<file path="src/rtl/psum_writeback.sv">
`default_nettype none
// ============================================================================
//  Module      : psum_writeback
//  Description : Buffers post-ReLU partial-sum rows in a small FIFO and writes
//                them to consecutive SRAM rows starting at a job base address.
//                The SRAM port is arbitrated by sram_gnt; rows that arrive
//                while the FIFO is full are dropped and flagged via overflow.
//  Revision    : 1.0  initial release
// ============================================================================
module psum_writeback #(
  parameter int COL     = 8,
  parameter int PSUM_BW = 16,
  parameter int ADDR_BW = 11,
  parameter int DEPTH   = 4
) (
  input  logic                     clk,
  input  logic                     reset,
  input  logic                     start,
  input  logic [ADDR_BW-1:0]       base_addr,
  input  logic [ADDR_BW-1:0]       num_rows,
  input  logic                     valid_in,
  input  logic [PSUM_BW*COL-1:0]   in,
  input  logic                     sram_gnt,
  output logic                     sram_cen,
  output logic                     sram_wen,
  output logic [ADDR_BW-1:0]       sram_addr,
  output logic [PSUM_BW*COL-1:0]   sram_d,
  output logic                     busy,
  output logic                     done,
  output logic                     overflow,
  output logic [ADDR_BW-1:0]       written
);

  localparam int                 c_DATA_W = PSUM_BW * COL;
  localparam int                 c_PTR_W  = $clog2(DEPTH);
  localparam logic [c_PTR_W:0]   c_FULL   = (c_PTR_W + 1)'(DEPTH);

  typedef enum logic [1:0] {
    S_IDLE = 2'd0,
    S_RUN  = 2'd1,
    S_DONE = 2'd2
  } state_t;

  state_t                r_state;
  state_t                w_state_next;

  logic [c_DATA_W-1:0]   r_mem [DEPTH];
  logic [c_PTR_W-1:0]    r_wptr;
  logic [c_PTR_W-1:0]    r_rptr;
  logic [c_PTR_W:0]      r_count;
  logic [c_PTR_W:0]      w_count_next;

  logic [ADDR_BW-1:0]    r_addr;
  logic [ADDR_BW-1:0]    r_target;
  logic [ADDR_BW-1:0]    r_written;
  logic [ADDR_BW-1:0]    r_accepted;
  logic [ADDR_BW-1:0]    w_written_next;
  logic [ADDR_BW-1:0]    w_accepted_next;
  logic                  r_overflow;

  logic                  w_start;
  logic                  w_req;
  logic                  w_pop;
  logic                  w_full;
  logic                  w_push_try;
  logic                  w_push;
  logic                  w_drop;

  // start is only honoured from IDLE; elsewhere it is ignored entirely
  assign w_start    = (r_state == S_IDLE) && start;
  // a request is presented combinationally from the FIFO head while running
  assign w_req      = (r_state == S_RUN) && (r_count != '0);
  assign w_pop      = w_req && sram_gnt;
  assign w_full     = (r_count == c_FULL);
  // every valid row within the job quota counts as accepted, stored or not
  assign w_push_try = (r_state == S_RUN) && valid_in && (r_accepted < r_target);
  // a same-cycle pop frees the slot, so a full FIFO can still take the row
  assign w_push     = w_push_try && (!w_full || w_pop);
  assign w_drop     = w_push_try && w_full && !w_pop;

  assign w_written_next  = r_written  + {{(ADDR_BW-1){1'b0}}, w_pop};
  assign w_accepted_next = r_accepted + {{(ADDR_BW-1){1'b0}}, w_push_try};

  // FIFO occupancy after this edge
  always_comb begin
    w_count_next = r_count;
    case ({w_push, w_pop})
      2'b10:   w_count_next = r_count + 1'b1;
      2'b01:   w_count_next = r_count - 1'b1;
      default: w_count_next = r_count;
    endcase
  end

  // next-state logic; a job with dropped rows ends once nothing is left to write
  always_comb begin
    w_state_next = r_state;
    case (r_state)
      S_IDLE: begin
        if (start) begin
          w_state_next = (num_rows == '0) ? S_DONE : S_RUN;
        end
      end
      S_RUN: begin
        if ((w_written_next == r_target) ||
            ((w_accepted_next == r_target) && (w_count_next == '0))) begin
          w_state_next = S_DONE;
        end
      end
      S_DONE:  w_state_next = S_IDLE;
      default: w_state_next = S_IDLE;
    endcase
  end

  // state register
  always_ff @(posedge clk or posedge reset) begin
    if (reset) begin
      r_state <= S_IDLE;
    end else begin
      r_state <= w_state_next;
    end
  end

  // job fields, FIFO pointers and progress counters
  always_ff @(posedge clk or posedge reset) begin
    if (reset) begin
      r_addr     <= '0;
      r_target   <= '0;
      r_written  <= '0;
      r_accepted <= '0;
      r_overflow <= 1'b0;
      r_wptr     <= '0;
      r_rptr     <= '0;
      r_count    <= '0;
    end else if (w_start) begin
      r_addr     <= base_addr;
      r_target   <= num_rows;
      r_written  <= '0;
      r_accepted <= '0;
      r_overflow <= 1'b0;
      r_wptr     <= '0;
      r_rptr     <= '0;
      r_count    <= '0;
    end else begin
      if (w_pop) begin
        r_rptr <= r_rptr + 1'b1;
        r_addr <= r_addr + 1'b1;
      end
      if (w_push) begin
        r_wptr <= r_wptr + 1'b1;
      end
      if (w_drop) begin
        r_overflow <= 1'b1;
      end
      r_written  <= w_written_next;
      r_accepted <= w_accepted_next;
      r_count    <= w_count_next;
    end
  end

  // FIFO storage; contents are only observed through a valid head pointer
  always_ff @(posedge clk) begin
    if (w_push) begin
      r_mem[r_wptr] <= in;
    end
  end

  assign sram_cen  = ~w_req;
  assign sram_wen  = ~w_req;
  assign sram_addr = r_addr;
  // data is forced to zero while idle so the bus is clean after reset
  assign sram_d    = w_req ? r_mem[r_rptr] : '0;
  assign busy      = (r_state == S_RUN);
  assign done      = (r_state == S_DONE);
  assign overflow  = r_overflow;
  assign written   = r_written;

endmodule
`default_nettype wire
</file>
<file path="config.mk">
export PLATFORM = sky130hd
export DESIGN_NAME = psum_writeback
export DESIGN_NICKNAME = d
export VERILOG_FILES = /design/src/rtl/psum_writeback.sv
export SDC_FILE = /design/constraint.sdc
export NUM_CORES = 1
export LEC_CHECK = 0
export BUFFER_PORTS_ARGS = -buffer_cell sky130_fd_sc_hd__buf_2
export CORE_ASPECT_RATIO = 0.5
export CORE_UTILIZATION = 45
export DETAILED_ROUTE_END_ITERATION = 6
export PLACE_DENSITY_LB_ADDON = 0.05
export SLEW_MARGIN = 20
export SYNTH_ARGS = -nofsm -noshare
export SYNTH_HDL_FRONTEND = slang
export SYNTH_SLANG_ARGS = --single-unit
</file>
<file path="constraint.sdc">
create_clock -name clk -period 5.9 [get_ports clk]
set_clock_uncertainty 0.15 [all_clocks]
set_input_delay 1.18 -clock clk [delete_from_list [all_inputs] [get_ports clk]]
set_output_delay 1.18 -clock clk [all_outputs]
set_load 0.02 [all_outputs]
</file>
==> impl_metrics.ini <==
[timing]
min_period_over_period_pct = 74.7
hold_violations = 0
layout_setup_ws_ps = 1490
slew_violations = 0
fin_crit_ps = 4410
rsz0062_at_grt = false
finalSetupViolCount = 0
max_freq_mhz = 227
whs_ps = 405
max_slew_margin_pct = 36.0
finalSetupTns_ps = 0
worst_slew_pin_slew_ps = 960

[floorplanning]
die_y_um = 161
fp.dieArea_mm2 = 0.0514
start_util_pct = 46.2
die_w_um = 320
coreArea_mm2 = 0.0491
io_pins = 310
row_count = 57

[clock_network]
cts_sinks = 566
numCtsBuffers = 49
cts_root_buf = clkbuf_16
cts_hold_buf = 0
cts_resized = 0
clk_pin_slew_worst_paths_ps = 60
cts_max_level = 2
post_cts_buffers = 0
cts_tree = built
clockBufferDepth = 3
clkLatencyLatePin_ps = 580

[power]
p_sw_mw = 4.10
seqPwrFrac_pct = 42.9
p_leak_nw = 9.80
ir_worst_vdd_v = 0.000273
p_clk_share_pct = 24.8
combPwrFrac_pct = 32.3
power_density_mw_per_mm2 = 462
p_sw_share_pct = 33.4
p_int_mw = 8.19

[worst_setup_path]
critPathMaxFanout = 70
r2r-end = r_state[0]$_DFFE_PP0P_
arrival_ps = 3080
r2r_cells = 16
rr_startpoint = r_target[8]$_DFFE_PP0P_
crit_path_end_kind = output port
path_class = flop to output port
rrSetupSlack_ps = 1690
cp.required_ps = 4570
critPathLaunchType = flop

[synth]
ys_warn_count = 0
avgSynthCellArea_um2 = 18.9
async_reset_ff_share_pct = 9.54
synth_top_area_share_pct = 67.8
ys.flop_type = edfxtp_1
synthesis.area_mm2 = 0.0227
synth_edf_count = 512
synth_cells = 1202
yosys.area.top_type = edfxtp_1
synth-seq-cells = 566
synthTopCellsByArea = edfxtp_1 68%, mux4_2 13%, dfrtp_1 6.0%
yosysSeqAreaShare_pct = 73.7
yosysUniqueCellTypes = 53
syn_nets = 1377

[final_layout]
postLayoutCellArea_mm2 = 0.0266
drive_above_1_share_pct = 34.9
utilization_pct = 54.1
mostFrequentLayoutCells = 512 x edfxtp_1, 309 x buf_2, 131 x and3_1
area_growth_syn_to_layout_pct = 17.1
mostFrequentLayoutCell = edfxtp_1
fin_nets = 1690

[global_routing]
grt_pass1_wl_um = 77500
grt_max_degree = 78
grt-ovfl-total = 0
antenna_found_initial = 5
grtUsageTotal_pct = 19.9
grt_pass1_vias = 12921

[outcome]
status = complete, no violations

[place]
pre_cts_ws_ps = 1500
post_dp_cell_area_mm2 = 0.0251
port_buffers = 309
place.gp.congestion = 0.818
dpl.hpwl_um = 30400

[worst_hold_path]
min_from = overflow$_DFFE_PP0P_
hp-class = flop to flop
hold-path-endpoint = overflow$_DFFE_PP0P_
whs_path_depth = 2

[drt]
ant_nets = 0
wire_per_inst_um = 22.8
drtPass1Iterations = 5
drtIter0Drc = 752
routed_wl_um = 50300
viasPerCell = 5.48
vias = 12090
drcViolationCount = 0

[flow_run]
cap_viol_max_count = 0
-- metrics by stage --
| stage | std cells | total power [mW] |
|---|---|---|
| after floorplan | 1202 | 8.04 |
| after global placement | 2113 | 9.37 |
| after detailed placement | 2113 | 9.42 |
| after CTS | 2203 | 12.5 |
| after global routing | 2206 | 12.9 |
| final | 2207 | 12.3 |
-- worst max path at each step --
stage                                       from                endpoint  slack (ps)  cells after the start
after global placement                  valid_in  r_state[1]$_DFFE_PP0P_        1610                     14
after CTS                 r_state[1]$_DFFE_PP0P_              sram_d[51]        1420                      7
after detailed placement                valid_in  r_state[0]$_DFFE_PP0P_        1500                     14
after global routing      r_state[1]$_DFFE_PP0P_              sram_d[33]        1280                      7
after floorplan                         valid_in   r_mem[1][0]$_DFFE_PP_         200                      5
final                       r_count[2]$_DFF_PP0_              sram_d[51]        1490                      4
-- final cells by class --
class	count	area [µm²]
clock buffer	63	1280
multi-input combinational	542	5610
fill	3953	22600
sequential	566	16700
timing repair buffer	332	1840
antenna	4	10.0
inverter	24	91.3
clock inverter	27	190
tap	649	812
-- worst max-delay path, stage by stage, from the launching register on --
cell	delay, ps
dfrtp_1	530
or3_4	690
buf_4	650
and3_1	310
buf_2	180
-- logic make-up (layout without fill, tap and decap cells) --
| logic type | Yosys count | count (layout) | share of synthesized area [%] |
|---|---|---|---|
| AND/OR/NAND/NOR | 276 | 276 | 6.61 |
| multiplexers | 132 | 132 | 12.9 |
| other | 0 | 4 | 0 |
| AO/OA/AOI/OAI | 64 | 64 | 1.93 |
| adder cells (fa/ha/maj) | 20 | 20 | 1.14 |
| buffers and inverters | 94 | 446 | 1.64 |
| flip-flops | 566 | 566 | 73.7 |
| XOR/XNOR | 50 | 50 | 2.05 |
-- routing by layer --
layer / vias to the layer above / share of wire, % / wire length, µm / track usage [%]
met5: - / 0.026 / 13 / 0
met4: 2 / 1.4 / 702 / 3.96
met3: 61 / 3.6 / 1830 / 3.54
met2: 209 / 53 / 26500 / 35.6
met1: 6380 / 42 / 21300 / 25.6
li1: 5438 / - / - / -
-- synth_stat cells, drive strengths merged (16+ instances only) --
cell / n
buf: 18
ha: 19
nor2: 42
nand2: 46
xnor2: 32
clkbuf: 52
edfxtp: 512
xor2: 16
and3: 131
o21ai: 30
mux4: 128
dfrtp: 54
inv: 24
-- power by group through the flow --
stage	sequential, mW	clock [mW]	combinational (mW)
floorplan	5.24	0	2.80
global placement	5.34	0	4.03
detailed placement	5.37	0	4.05
CTS	5.29	3.13	4.06
global route	5.34	3.30	4.28
finish	5.27	3.05	3.96
-- flip-flops by register name, indices dropped and copies added (netlist names) --
register,cells
written,11
r_wptr,2
sram_addr,11
r_target,11
r_mem,512
overflow,1
r_accepted,11
r_count,3
r_rptr,2
r_state,2
No activity file was read; power rests on OpenSTA's default activity.
